## src/rtl/seg7_pkg.sv

```systemverilog
// rtl/seg7_pkg.sv - digit count, hex segment table and blank code for the 8-digit scanner
package seg7_pkg;

  localparam int NUM_DIGITS = 8;

  localparam logic [7:0] SEG_BLANK = 8'hFF;

  // Active-low {dp,g,f,e,d,c,b,a} per nibble, entry 0 in the low byte; dp held off.
  localparam logic [16*8-1:0] SEG_LUT = {
    8'h8E, 8'h86, 8'hA1, 8'hC6, 8'h83, 8'h88, 8'h90, 8'h80,
    8'hF8, 8'h82, 8'h92, 8'h99, 8'hB0, 8'hA4, 8'hF9, 8'hC0
  };

endpackage

```

## src/rtl/seg7_decode.sv

```systemverilog
// rtl/seg7_decode.sv - combinational hex nibble to active-low segments {g,f,e,d,c,b,a}
module seg7_decode
  import seg7_pkg::*;
(
  input  logic [3:0] nibble,
  output logic [6:0] seg
);

  assign seg = SEG_LUT[{nibble, 3'b000} +: 7];

endmodule

```

## src/rtl/seg7_scan.sv

```systemverilog
// rtl/seg7_scan.sv - multiplexed 8-digit seven-segment scanner; SEG7_BLANK_EN blanks leading zeros
module seg7_scan
  import seg7_pkg::*;
#(
  parameter int SCAN_DIV   = 100000,
  parameter int NUM_DIGITS = 8
) (
  input  logic                    clk,
  input  logic                    rstn,
  input  logic [4*NUM_DIGITS-1:0] data,
  input  logic [NUM_DIGITS-1:0]   dp,
  output logic [NUM_DIGITS-1:0]   an,
  output logic [7:0]              seg
);

  localparam int CW = (SCAN_DIV > 1) ? $clog2(SCAN_DIV) : 1;

  logic [CW-1:0]           cnt;
  logic [2:0]              idx;
  logic [4*NUM_DIGITS-1:0] shadow_data;
  logic [NUM_DIGITS-1:0]   shadow_dp;

  logic                    frame_start;
  logic                    cnt_wrap;
  logic [4*NUM_DIGITS-1:0] cur_data;
  logic [NUM_DIGITS-1:0]   cur_dp;
  logic [3:0]              nibble;
  logic [6:0]              dec_seg;
  logic                    blank;

  assign frame_start = (cnt == '0) && (idx == '0);
  assign cnt_wrap    = (cnt == CW'(SCAN_DIV - 1));

  // The snapshot taken at frame start is forwarded so digit 0 already shows the new frame.
  assign cur_data = frame_start ? data : shadow_data;
  assign cur_dp   = frame_start ? dp   : shadow_dp;
  assign nibble   = cur_data[{idx, 2'b00} +: 4];

  seg7_decode u_decode (
    .nibble (nibble),
    .seg    (dec_seg)
  );

`ifdef SEG7_BLANK_EN
  logic [2:0] msd;

  always_comb begin
    msd = '0;
    for (int k = 1; k < NUM_DIGITS; k++) begin
      if (cur_data[4*k +: 4] != 4'h0) msd = 3'(k);
    end
  end

  // idx > msd already excludes digit 0.
  assign blank = (idx > msd) && !cur_dp[idx];
`else
  assign blank = 1'b0;
`endif

  always_ff @(posedge clk) begin
    if (!rstn) begin
      cnt         <= '0;
      idx         <= '0;
      shadow_data <= '0;
      shadow_dp   <= '0;
      an          <= '1;
      seg         <= SEG_BLANK;
    end else begin
      cnt <= cnt_wrap ? '0 : cnt + 1'b1;
      if (cnt_wrap) idx <= idx + 3'd1;
      if (frame_start) begin
        shadow_data <= data;
        shadow_dp   <= dp;
      end
      if (blank) begin
        an  <= '1;
        seg <= SEG_BLANK;
      end else begin
        an  <= ~(NUM_DIGITS'(1) << idx);
        seg <= {~cur_dp[idx], dec_seg};
      end
    end
  end

endmodule

```

## config.mk

```make
export PLATFORM = sky130hd
export DESIGN_NAME = seg7_scan
export DESIGN_NICKNAME = d
export VERILOG_FILES = /design/src/rtl/seg7_pkg.sv /design/src/rtl/seg7_decode.sv /design/src/rtl/seg7_scan.sv
export SDC_FILE = /design/constraint.sdc
export NUM_CORES = 1
export LEC_CHECK = 0
export CAP_MARGIN = 20
export CORE_MARGIN = 1
export CORE_UTILIZATION = 35
export DETAILED_ROUTE_END_ITERATION = 10
export HOLD_SLACK_MARGIN = 0.02
export PLACE_DENSITY = 0.66
export SLEW_MARGIN = 20
export SYNTH_ARGS = -nofsm -noshare
export SYNTH_HDL_FRONTEND = slang
export SYNTH_SLANG_ARGS = --single-unit
```

## constraint.sdc

```tcl
create_clock -name clk -period 6.7 [get_ports clk]
set_input_delay 1.34 -clock clk [delete_from_list [all_inputs] [get_ports clk]]
set_output_delay 1.34 -clock clk [all_outputs]
set_load 0.05 [all_outputs]
```

==> metrics.md <==
| Metric | Value |
|---|---|
| Latest clock arrival within the worst-skew pair | `360 ps` |
| Transition at the pin with the smallest max-transition slack | `755 ps` |
| Via-to-Cell Ratio | `5.12` |
| Core area | `10300 um2` |
| Clk sinks | `76` |
| Power per Cell Area | `246 nW/um2` |
| Switch share | `28.7%` |
| IO Count | `58` |
| Layout area overhead | `23.7%` |
| Synth Cell Area | `3690 um2` |
| Maximum number of pins on one net before global-route repair | `42` |
| Tot GR Track Use | `17.5%` |
| Fin nets | `558` |
| Comb pwr share | `20.5%` |
| Total vias in the final route | `3290` |
| Routed wire length | `9080 um` |
| Worst hold slack across all endpoints | `454 ps` |
| Synth async-reset ratio | `0%` |
| Number of instances resized during post-cts repair | `0` |
| Share of cells above drive strength 1 | `6.13%` |
| Dominant synthesized flop cell | `dfxtp_1` |
| Ranking of synthesized cells by instance count | `134 x nand2_1, 76 x dfxtp_1, 34 x a21oi_1` |
| Proportion of synthesized area in mux cells | `7.50%` |
| Sequential group share of total power | `44.5%` |
| Internal reg-to-reg setup slack | `3060 ps` |
| Vias in the first global route | `3170` |
| Initial Utilization | `35.9%` |
| Endpoints failing setup | `0` |
| Capturing point of the worst reg2reg path | `seg[3]` |
| Count of placed standard cells in the final layout, fillers left out | `642` |
| Biggest fanout along the worst timing path | `36` |
| Crit Path Category | `reg2reg` |
| Worst setup slack after layout | `3060 ps` |
| DRC | `0` |
| Die width | `105 um` |
| Standard-cell rows | `37` |
| Hold Crit Start | `shadow_data[5]` |
| Routing usage on met2 | `27.8%` |
| Final HPWL from detailed placement | `6210 um` |
| Worst setup skew after layout | `7.57 ps` |
| Synthesis-stage register bit count | `76` |
| Vertical extent of the die | `105 um` |
| WHS Path Cells | `2` |
| Peak Freq | `275 MHz` |
| Number of buffers added to fix hold violations after cts | `0` |
| Number of detailed-routing iterations run before antenna repair | `7` |
| Headroom to the max-slew limit | `49.5%` |
| Power Internal | `799 uW` |
| Max-cap violations | `0` |
| Clock tree from TritonCTS | `done` |
| Xor and xnor fraction of the mapped netlist area | `3.09%` |
| Startpoint types | `register` |
| Fin. max-slew vios | `0` |
| Clock power share | `35.0%` |
| Largest cells by area after synthesis | `dfxtp_1 41%, nand2_1 14%, ha_1 4.8%` |
| Final hold violation count | `0` |
| Compound-Gate Fraction of Synth Area | `13.7%` |
| Syn. warnings | `0` |
| Synth Area in Adders | `4.75%` |
| Syn nets | `514` |
| Final total negative setup slack | `0 ps` |
| First-pass GRT wire length | `15300 um` |
| Synth Area in Simple Gates | `24.9%` |
| Top-count cell post-synth | `nand2_1` |
| Starting DRT DRC Count | `263` |
| Shortest clock period the worst path allows after layout | `3640 ps` |
| Critical Path End Type | `register` |
| Combinational family with the most area after synthesis | `simple AND/OR/NAND/NOR gates` |
| Total clock buffers created by CTS | `9` |
| GR Layer Usage met3 | `4.05%` |
| Number of inserted diodes | `0` |
| Root buffer cell | `clkbuf_8` |
| Port Buffers | `57` |
| Worst R2R Path Depth | `10` |
| Residual overflow from global routing | `0` |
| Clock buffer depth | `2` |
| Post-CTS Setup Bufs | `0` |
| Routability-driven placement congestion ratio | `0.812` |
| Crit share post-route | `54.3%` |
| Setup repair after global routing missed its margin | `false` |
| Number of enable-type register cells in the synthesized netlist | `0` |
| Share of Yosys cell area claimed by the top area cell type | `41.3%` |
| Worst setup slack before clock tree synthesis | `3120 ps` |
| Most crowded layer after global routing | `met2` |
| Count of H-tree levels built during CTS | `3` |
| Result of the run | `completed` |
| Dpl cells | `627` |
| Clock input transition at the sequential cells of the worst setup and hold paths | `80 ps` |
| Cell type contributing the most total cell area after synthesis | `dfxtp_1` |
| Sequential share of the synthesized area | `41.3%` |
| Worst min path class | `reg2reg` |
| Final Power | `1120 uW` |
| Synth cell types | `41` |
| Final antenna-violating net count | `0` |
| Cells after Synth | `458` |
| Peak supply drop | `103 uV` |
| DR WL/cell | `14.1 um` |
| Average cell area after synthesis | `8.05 um2` |
| P_leak | `0.00175 uW` |
| Critical Path AT | `3860 ps` |
| Hold-critical path endpoint | `shadow_data[5]` |
| Antenna violations before repair | `0` |
| Worst flop-to-flop path startpoint | `idx[2]` |
| Required @ worst endpoint | `6920 ps` |
| Net switching power of the design | `322 uW` |
| Area of the die | `10900 um2` |
| Met1 track demand over resource in global routing | `22.7%` |
-- state kept, by name (all words and copies together) (netlist names) --
register and count:
shadow_dp 8, idx 3, cnt 17, an 8
seg 8, shadow_data 32
-- worst max-delay path, cell delays in order (launching register included) --
cell,delay [ps]
dfxtp_1,450
nor4b_4,340
and4_1,630
nand2_4,410
mux4_2,560
nand2_1,90
and4_1,320
ha_1,170
nor2_1,40
a2111oi_0,400
a31oi_1,80
-- layer usage --
layer	vias up	wire (um)	share of wire, %
met4	0	192	2.1
li1	1633	-	-
met5	-	0	0
met2	122	4160	46
met1	1518	4110	45
met3	17	612	6.7
-- metrics by stage --
step | utilization (%) | instance area, um2
2_1_floorplan | - | 3690
3_3_place_gp | 42.2 | 4340
3_5_place_dp | 42.2 | 4340
4_1_cts | 44.4 | 4560
5_1_grt | 44.4 | 4560
6_report | 44.4 | 4560
-- how the worst max path moves through the flow --
stage / startpoint / endpoint
2_1_floorplan: idx[0] / seg[3]
3_3_place_gp: idx[2] / seg[1]
3_5_place_dp: idx[2] / seg[1]
4_1_cts: idx[2] / seg[3]
5_1_grt: idx[2] / seg[5]
6_report: idx[2] / seg[3]
-- cells in the final DEF, fill, tap and decap left out, drive strengths merged, types with 10 or more instances in the layout --
cell type	count
nand2	135
dfxtp	76
clkdlybuf4s50	57
a21oi	34
nor2	32
o21ai	18
ha	14
mux2i	13
inv	13
a22oi	12
a211oi	12
nand3	12
clkbuf	10
-- layout make-up --
cell class / instances / area (um2)
Clock buffer: 10 / 138
Clock inverter: 5 / 85.1
Fill cell: 1060 / 5720
Inverter: 14 / 52.6
Multi-Input combinational cell: 340 / 1990
Sequential cell: 76 / 1520
Tap cell: 136 / 170
Timing Repair Buffer: 61 / 601
-- power by group through the flow --
stage               Clock (uW)  Sequential [uW]  Combinational, uW
finish                     393              498                230
global route               423              503                250
CTS                        401              499                230
detailed placement           0              509                229
global placement             0              508                225
floorplan                    0              536                131
-- cells by family after synthesis --
logic type	after synthesis
multiplexers	20
buffers and inverters	42
XOR/XNOR	13
AO/OA/AOI/OAI	84
AND/OR/NAND/NOR	209
flip-flops	76
adder cells (fa/ha/maj)	14
No activity file was read; power rests on OpenSTA's default activity.
